`src/rtl/mux_arbiter2.sv`:
```
// mux_arbiter2: two-requester round-robin arbiter that owns a 2:1 mux path.
//
// Ports
//   clk          clock, all state updates on the rising edge
//   rst_n        asynchronous active-low reset
//   req0, req1   requests for the mux path
//   w0, w1       data from requester 0 / requester 1
//   gnt0, gnt1   registered grants (never both high)
//   s            registered mux select (0 -> w0, 1 -> w1), held while idle
//   f            registered mux output, one cycle behind the grant state
//   f_vld        f carries granted data this cycle
//
// state | meaning
// IDLE  | no grant; path parked, f forced to 0
// G0    | requester 0 owns the path
// G1    | requester 1 owns the path
//
// Under contention a grant lasts MAX_HOLD cycles (legal 1..15) before the
// path is handed to the waiting requester. A lone requester keeps the grant
// indefinitely; hold_cnt simply saturates.

module mux_arbiter2 #(
   parameter int unsigned MAX_HOLD = 4
) (
   input  logic clk,
   input  logic rst_n,
   input  logic req0,
   input  logic req1,
   input  logic w0,
   input  logic w1,
   output logic gnt0,
   output logic gnt1,
   output logic s,
   output logic f,
   output logic f_vld
);

   typedef enum logic [1:0] {
      IDLE = 2'd0,
      G0   = 2'd1,
      G1   = 2'd2
   } state_t;

   localparam logic [3:0] HOLD_LAST = 4'(MAX_HOLD - 1);

   state_t     state;
   state_t     state_nxt;
   logic       last;
   logic [3:0] hold_cnt;
   logic       hold_done;

   assign hold_done = (hold_cnt == HOLD_LAST);

   always_comb begin
      state_nxt = state;
      case (state)
         IDLE: begin
            if (req0 && req1)
               // last=1 after reset, so the first contention goes to requester 0
               state_nxt = last ? G0 : G1;
            else if (req0)
               state_nxt = G0;
            else if (req1)
               state_nxt = G1;
            else
               state_nxt = IDLE;
         end
         G0: begin
            if (!req0)
               state_nxt = req1 ? G1 : IDLE;
            else if (req1 && hold_done)
               state_nxt = G1;
            else
               state_nxt = G0;
         end
         G1: begin
            if (!req1)
               state_nxt = req0 ? G0 : IDLE;
            else if (req0 && hold_done)
               state_nxt = G0;
            else
               state_nxt = G1;
         end
         default: state_nxt = IDLE;
      endcase
   end

   always_ff @(posedge clk or negedge rst_n) begin
      if (!rst_n) begin
         state    <= IDLE;
         last     <= 1'b1;
         hold_cnt <= 4'd0;
         gnt0     <= 1'b0;
         gnt1     <= 1'b0;
         s        <= 1'b0;
         f        <= 1'b0;
         f_vld    <= 1'b0;
      end else begin
         state <= state_nxt;
         gnt0  <= (state_nxt == G0);
         gnt1  <= (state_nxt == G1);

         // hold_cnt restarts on every fresh entry to a grant state, including
         // a direct G0<->G1 handoff.
         if (state_nxt == G0 && state != G0) begin
            last     <= 1'b0;
            hold_cnt <= 4'd0;
         end else if (state_nxt == G1 && state != G1) begin
            last     <= 1'b1;
            hold_cnt <= 4'd0;
         end else if (state_nxt != IDLE && hold_cnt != 4'hF) begin
            hold_cnt <= hold_cnt + 4'd1;
         end

         if (state_nxt == G0)
            s <= 1'b0;
         else if (state_nxt == G1)
            s <= 1'b1;

         // Data follows the grant state that was current during this cycle.
         case (state)
            G0:      f <= w0;
            G1:      f <= w1;
            default: f <= 1'b0;
         endcase
         f_vld <= (state != IDLE);
      end
   end

endmodule

```
`config.mk`:
```
export PLATFORM = sky130hd
export DESIGN_NAME = mux_arbiter2
export DESIGN_NICKNAME = d
export VERILOG_FILES = /design/src/rtl/mux_arbiter2.sv
export SDC_FILE = /design/constraint.sdc
export NUM_CORES = 1
export LEC_CHECK = 0
export ABC_CLOCK_PERIOD_IN_PS = 2700
export CORE_MARGIN = 2
export CORE_UTILIZATION = 25
export CTS_CLUSTER_SIZE = 16
export DETAILED_ROUTE_END_ITERATION = 8
export PLACE_DENSITY_LB_ADDON = 0.3
export SYNTH_ARGS = -nofsm -noshare
export SYNTH_HDL_FRONTEND = slang
export SYNTH_SLANG_ARGS = --single-unit
```
`constraint.sdc`:
```
create_clock -name clk -period 2.7 [get_ports clk]
set_input_delay 0.405 -clock clk [delete_from_list [all_inputs] [get_ports clk]]
set_output_delay 0.405 -clock clk [all_outputs]
set_load 0.02 [all_outputs]
```
Word level (Yosys, flattened, before mapping). Cells that the tools add are included.

Add/subtract/negate cells: 1. Equal/unequal tests: 8. Reductions and logical operators: 12. Multiplexer cells: 18.

Operators by type and width (count): $mux W2 (8); $mux W4 (3); $reduce_bool A2 Y1 (4); $logic_and A1 B1 Y1 (6); $pmux W2 S3 (1); $mux W1 (5); $add A4 B1 Y4 const B (1); $eq A2 B1 Y1 const B (2); $eq A2 B2 Y1 const B (2); $eq A4 B2 Y1 const B (1); $ne A4 B4 Y1 const B (1); $reduce_bool A3 Y1 (1); $logic_not A2 Y1 (1); $ne A2 B1 Y1 const B (1); $ne A2 B2 Y1 const B (1); $pmux W1 S2 (1).

Output and inout port bits: 5. Bits in registers: 12. Input bits: 6. Word-level logic and storage cells: 47.

Depth between registers and ports, before layout.
Depth in word-level cells: 10. Gate-level depth with buffers: 9. Depth with buffers taken out: 9.

Least setup slack after synthesis. Ideal clock, no wire load.

Path type: register -> register. Start point: register hold_cnt[0]. End point: register hold_cnt[2]. Stages on the path, launching flop included: 9. Setup time: 0.119 ns. Arrival time: 1.923 ns. Setup slack: 0.658 ns. Required time: 2.581 ns. Buffers on the path: 0. Period minus slack after synthesis: 2.042 ns. Cell sequence: dfrtp_1 ha_1 nor3b_4 nand2b_1 a41o_1 ha_1 a31oi_4 a21boi_0 o21ba_1.

Cells in the longest elaborated chain, start to end: 9. Elaborated cells on any way between the ends: 20. Those cells by class: 1 x add/sub; 4 x eq/ne; 8 x mux; 7 x reduce/logical.

Ends and longest elaborated chain: from (decl) (line 49) `logic [3:0] hold_cnt;`; from (signal assigned) (line 112) `hold_cnt <= hold_cnt + 4'd1;`; $eq A4 B2 Y1 (line 52) `assign hold_done = (hold_cnt == HOLD_LAST);`; $logic_and A1 B1 Y1 (on tied branches) (line 79, 71); $mux W2 (on tied branches) (line 79, 71); $mux W2 (on tied branches) (line 77, 69); $pmux W2 S3 (line 56) `case (state)`; $eq A2 B2 Y1 (line 108) `end else if (state_nxt == G1 && state != G1) begin`; $logic_and A1 B1 Y1 (line 108); $mux W4 (line 108); $mux W4 (line 105) `if (state_nxt == G0 && state != G0) begin`.

Parallel ways exist; a longest one is shown, timed or not. The select of a mux whose other input is x is not followed. A chain may end at the register's enable or synchronous reset.

Worst setup path after layout. Same ends and word-level chain as after synthesis.

==> impl_metrics.ini <==
[status]
outcome = completed

[layout]
insertedDiodeCount = 0
nets = 90
fill_cells = 279
area_delta_synth_final_pct = 24.9
utilization = 0.325
finalNonFillerCells = 106
drive_above_1_share = 0.120

[power_and_ir_drop]
p_per_area_nw_per_um2 = 1110
leakagePower_nw = 0.403
max-vdd-ir-drop_v = 0.000505

[cts]
cts_num_sinks = 12
cts_buffers = 3
cts_setup_buffers = 0
clockBufferDepth = 2
clockRootBuffer = clkbuf_4
path_clk_slew_ns = 0.07
htreeDepth = 1
insertion_delay_ns = 0.27
cts_hold_buf = 0
cts_tree = done
cts_resized = 0

[min_path]
hold_class = in -> async

[synth]
ys_top_cells_by_count = dfrtp_1, ha_1, inv_1
yosysMostFrequentCell = dfrtp_1
syn-num-nets = 75
synth_area_per_cell_sq_um = 11.5
ys.flop_type = dfrtp_1
syn_inst = 61
yosysTopAreaCell = dfrtp_1
syn_area_sq_um = 704
yosysSeqAreaShare = 0.428
synth-edff-count = 0
synth.area.top_cells = dfrtp_1, ha_1, mux2i_1, dfstp_2, inv_1
synth_seq_cells = 12
ys_types = 28
yosysWarnings = 0
synth-async-reset-ratio = 1.00
synth_top_area_frac = 0.391

[floorplanning]
die-area_sq_um = 3260
ios = 11
coreArea_sq_um = 2710
die_h_um = 57.1
rows = 19
start_util = 0.260
die_w_um = 57.1

[worst_setup_path]
required_ns = 2.87
critPathBufInv = 0
crit_end = hold_cnt[2]$_DFFE_PN0P_
endpoint_kind = register
crit_path_top_delay_cell = dfrtp_1
reg2reg_to = hold_cnt[2]$_DFFE_PN0P_
crit_chain = ha_1 > nor3b_4 > nand2b_1 > a41o_1 > ha_1 > a31oi_4 > a21boi_0 > o21ba_1
cp_common_cell = ha_1
crit_fanout = 5
worstReg2RegStart = hold_cnt[0]$_DFFE_PN0P_
crit_start = hold_cnt[0]$_DFFE_PN0P_
critPathLaunchType = register
rrSetupSlack_ns = 0.52
max_stage_delay_ns = 0.41
critPathTopFamily = compound AO/OA/AOI/OAI gates
path_class = reg -> reg
crit_cells = 8
reg2reg_depth = 8
cp_data_arrival_time_ns = 2.35

[global_routing]
grt_overflow_total = 0
grt_max_degree = 13
grt_pass1_wl_um = 2390
gr-usage-all-layers = 0.100
antenna_found_initial = 0
grt_pass1_vias = 534

[detailed_routing]
ant_nets = 0
dr.first_iter.drc_count = 4
drt_wl_total_um = 1310
drc_errors = 0
dr.pass1.iters = 4
drt-wirelength-per-cell_um = 12.4
num_vias = 503
via_per_inst = 4.75

[timing]
max_freq_mhz = 458
period_needed_ns = 2.18
tns_ns = 0
finClkSkew_ns = 0.000643
slew_violations = 0
slew_headroom = 0.644
setup_viol = 0
finalCritPeriodShare = 0.808
tightest_slew_ns = 0.532
grt_setup_unrepaired = no
finalHoldViolCount = 0

[place]
port_buffers = 10
hpwl_um = 974
dp.cells = 102
gp_routability_congestion = 0.787

[job]
maxCapViolCount = 0
-- routing by layer --
layer	global-route usage	part of all wire	vias up	wire length (um)
li1	-	-	248	-
met1	0.133	0.49	241	645
met2	0.146	0.45	10	590
met3	0.0204	0.029	4	38
met4	0.0698	0.030	0	39
met5	0	0	-	0
-- cell type report --
| type | count | area [sq um] | share of cell area |
|---|---|---|---|
| sequential | 12 | 302 | 0.343 |
| clock buffer | 4 | 36.3 | 0.0413 |
| timing repair buffer | 10 | 100 | 0.114 |
| tap | 31 | 38.8 | 0.0441 |
| multi-input combinational | 42 | 377 | 0.428 |
| inverter | 7 | 26.3 | 0.0299 |
-- stage by stage --
step / total power, mW / hold WS, ns / setup slack, ns / area [sq um]
finish: 0.974 / 0.477 / 0.519 / 880
global route: 1.07 / 0.504 / 0.371 / 880
CTS: 0.992 / 0.497 / 0.501 / 880
detailed placement: 0.838 / 0.490 / 0.453 / 843
global placement: 0.829 / 0.481 / 0.495 / 843
floorplan: 0.681 / 0.109 / 0.658 / 704
-- where the power goes --
group	switching [mW]	internal (mW)
clock network	0.0594	0.0821
registers	0.0581	0.259
logic	0.271	0.243
total	0.389	0.585
-- kinds of logic (layout without fill, tap and decap cells) --
| logic type | after synthesis | in the layout | share of synthesized area |
|---|---|---|---|
| AND/OR/NAND/NOR | 17 | 17 | 0.160 |
| AO/OA/AOI/OAI | 13 | 13 | 0.178 |
| flip-flops | 12 | 12 | 0.428 |
| adder cells (fa/ha/maj) | 8 | 8 | 0.142 |
| buffers and inverters | 7 | 21 | 0.0373 |
| multiplexers | 3 | 3 | 0.0426 |
| XOR/XNOR | 1 | 1 | 0.0124 |
-- how the worst min path moves through the flow --
stage	endpoint	slack, ns	depth (start not counted)
after floorplan	f$_DFF_PN0_	0.11	0
after global placement	last$_DFFE_PN1P_	0.48	2
after detailed placement	last$_DFFE_PN1P_	0.49	2
after CTS	gnt0$_DFF_PN0_	0.50	1
after global routing	gnt0$_DFF_PN0_	0.50	1
final	gnt0$_DFF_PN0_	0.48	1
-- placed cells by master (no fill, tap or decap) --
master and count:
dfrtp_1 11, clkdlybuf4s50_1 10, ha_1 8, inv_1 7, nand2b_1 4, nand2_1 3
mux2i_1 3, clkbuf_4 3, nor2b_1 2, nor2_1 2, a21boi_0 2, o21ai_0 1
nor3b_4 1, o21ai_2 1, a41oi_1 1, o21a_1 1, nand4bb_1 1, o211ai_2 1
a32o_1 1, a41o_1 1, a22oi_1 1, a31oi_4 1, nand3b_1 1, nand3_1 1
nand4_1 1, xnor2_1 1, nor3b_1 1, o21ba_1 1, a32oi_1 1, clkbuf_8 1
dfstp_2 1
-- sequential cells by signal (all words and copies together) (netlist names) --
signal	count
last	1
gnt1	1
hold_cnt	4
s	1
f_vld	1
gnt0	1
f	1
state	2
Power figures use the tool's default switching activity.
==> edit: new RTL, config.mk and constraints unchanged <==
Encoding of `state_t`: now one-hot (3 bits for 3 states).
--- a/src/rtl/mux_arbiter2.sv
+++ b/src/rtl/mux_arbiter2.sv
@@ -36,8 +36,8 @@
 );
 
-   typedef enum logic [1:0] {
-      IDLE = 2'd0,
-      G0   = 2'd1,
-      G1   = 2'd2
+   typedef enum logic [2:0] {
+      IDLE = 3'b001,
+      G0   = 3'b010,
+      G1   = 3'b100
    } state_t;
 
Formal check against the unedited RTL: same outputs for any inputs over 10 cycles, from zero or initial values and one cycle with rst_n low; not proved beyond that.
==> edit against the unedited design <==
- maximum frequency rose by 15%
- clock skew rose by 5.7 ps
- worst setup slack improved by 290 ps
- total power fell by 10%
- design area fell by 5.4%
- area after synthesis fell by 4.4%
- sequential cell count rose by 1
- wire length fell by 5.2%
==> edit: results <==
metrics = {
    "clock_network": {
        "cts-resized-gates": 0,
        "cts_hold_buf": 0,
        "cts_setup_buffers": 0,
        "cts_max_level": 1,
        "root_buffer": "clkbuf_4",
        "cts_buffers": 3,
        "clockBufferDepth": 2,
        "insertion_delay_ps": 270,
        "path_clk_slew_ps": 80,
    },
    "power_and_ir_drop": {
        "ir_drop_v": 0.000534,
        "leakagePower_nw": 0.361,
        "power.switching_uw": 334,
    },
    "synth": {
        "ys_top_cells_by_count": "dfrtp_1, nand2_1, o21ai_0",
        "ys_types": 31,
        "synthAdderAreaFrac_pct": 1.86,
        "synth-async-reset-ratio_pct": 100,
        "synth_xor_area_share_pct": 1.30,
        "synth_mux_area_share_pct": 0,
        "ys_seq_area_share_pct": 48.7,
        "yosys-top-cells-area": "dfrtp_1, dfstp_2, nor3b_2",
        "yosys_warnings": 0,
        "synth_compound_area_share_pct": 20.6,
        "syn-num-nets": 70,
    },
    "cells_and_area": {
        "diodes": 0,
        "n_fill_cell": 259,
        "drive_gt1_share_pct": 17.1,
        "top_regs": "hold_cnt (4), state (3)",
        "final_nets": 84,
    },
    "route": {
        "via_per_inst": 4.75,
        "firstDrtPassIters": 3,
        "drt_iter0_markers": 3,
        "routed_wl_mm": 1.25,
    },
    "critical_path": {
        "crit_slowest_cell": "or3b_1",
        "cp_max_fo": 6,
        "worst_path_largest_cell_delay_ps": 430,
        "critPathTopFamily": "compound AO/OA/AOI/OAI gates",
        "rr_worst_depth": 5,
    },
    "sta": {
        "max_slew_margin_pct": 60.1,
        "fin_skew_ps": 6.33,
    },
    "job": {
        "drv_cap": 0,
    },
    "global_route": {
        "grt_max_degree": 14,
        "grt_pass1_vias": 503,
        "track_usage_pct": 9.60,
        "grt_pass1_wl_mm": 2.30,
        "antenna_found_initial": 0,
    },
    "placement": {
        "portBuffers": 10,
        "dp_hpwl_microns": 944,
        "gp_congestion": 0.803,
    },
    "min_path": {
        "hold_class": "input port to asynchronous set/reset pin",
    },
    "run_status": {
        "status": "complete, no violations",
    },
}
edit: through the flow:
step	cell area (sq um)	total power, mW	utilization [%]	worst slack [ps]	std cells
4_1_cts	832	0.883	33.0	807	106
5_1_grt	832	0.951	33.0	673	106
3_5_place_dp	806	0.761	31.9	586	102
6_report	832	0.872	33.0	810	106
2_1_floorplan	673	0.623	-	957	63
3_3_place_gp	806	0.760	31.9	617	102
edit: cells by family after synthesis:
kind of cell | Yosys count
fa+ha+maj | 1
simple gates | 26
compound gates | 17
xor+xnor | 1
flops | 13
buf+inv | 5
edit: worst paths after layout:
check	startpoint	end	slack, ps
worst max-delay path	hold_cnt[0]	s	810
worst min-delay path	rst_n	f	500
min in group clk	s	s	550
worst max register to register	hold_cnt[0]	s	810
worst min register to register	s	s	550
max in group asynchronous	rst_n	hold_cnt[1]	1800
edit: area by class of cell:
class | instances | area share (%)
inverter | 4 | 1.80
tap | 30 | 4.51
timing repair buffer | 10 | 12.0
sequential | 13 | 39.4
multi-input combinational | 45 | 39.1
clock buffer | 4 | 3.16
edit: worst register-to-register path, cell delays in order (launching register included):
cell      delay, ps
dfrtp_1         380
ha_1            250
or3b_1          430
a21boi_4        210
o221ai_2        130
a311o_1         380
edit: power groups by stage:
stage	Combinational, mW	Sequential [mW]	Clock [mW]
3_5_place_dp	0.406	0.355	0
2_1_floorplan	0.238	0.385	0
3_3_place_gp	0.407	0.353	0
4_1_cts	0.407	0.351	0.126
6_report	0.402	0.350	0.120
5_1_grt	0.453	0.364	0.134
edit: routing by layer:
metal	global-route usage, %	wire (microns)	vias to the layer above
met5	0	0	-
met4	4.08	10	0
met3	4.19	67	2
met2	13.4	540	9
met1	12.8	627	225
li1	-	-	267
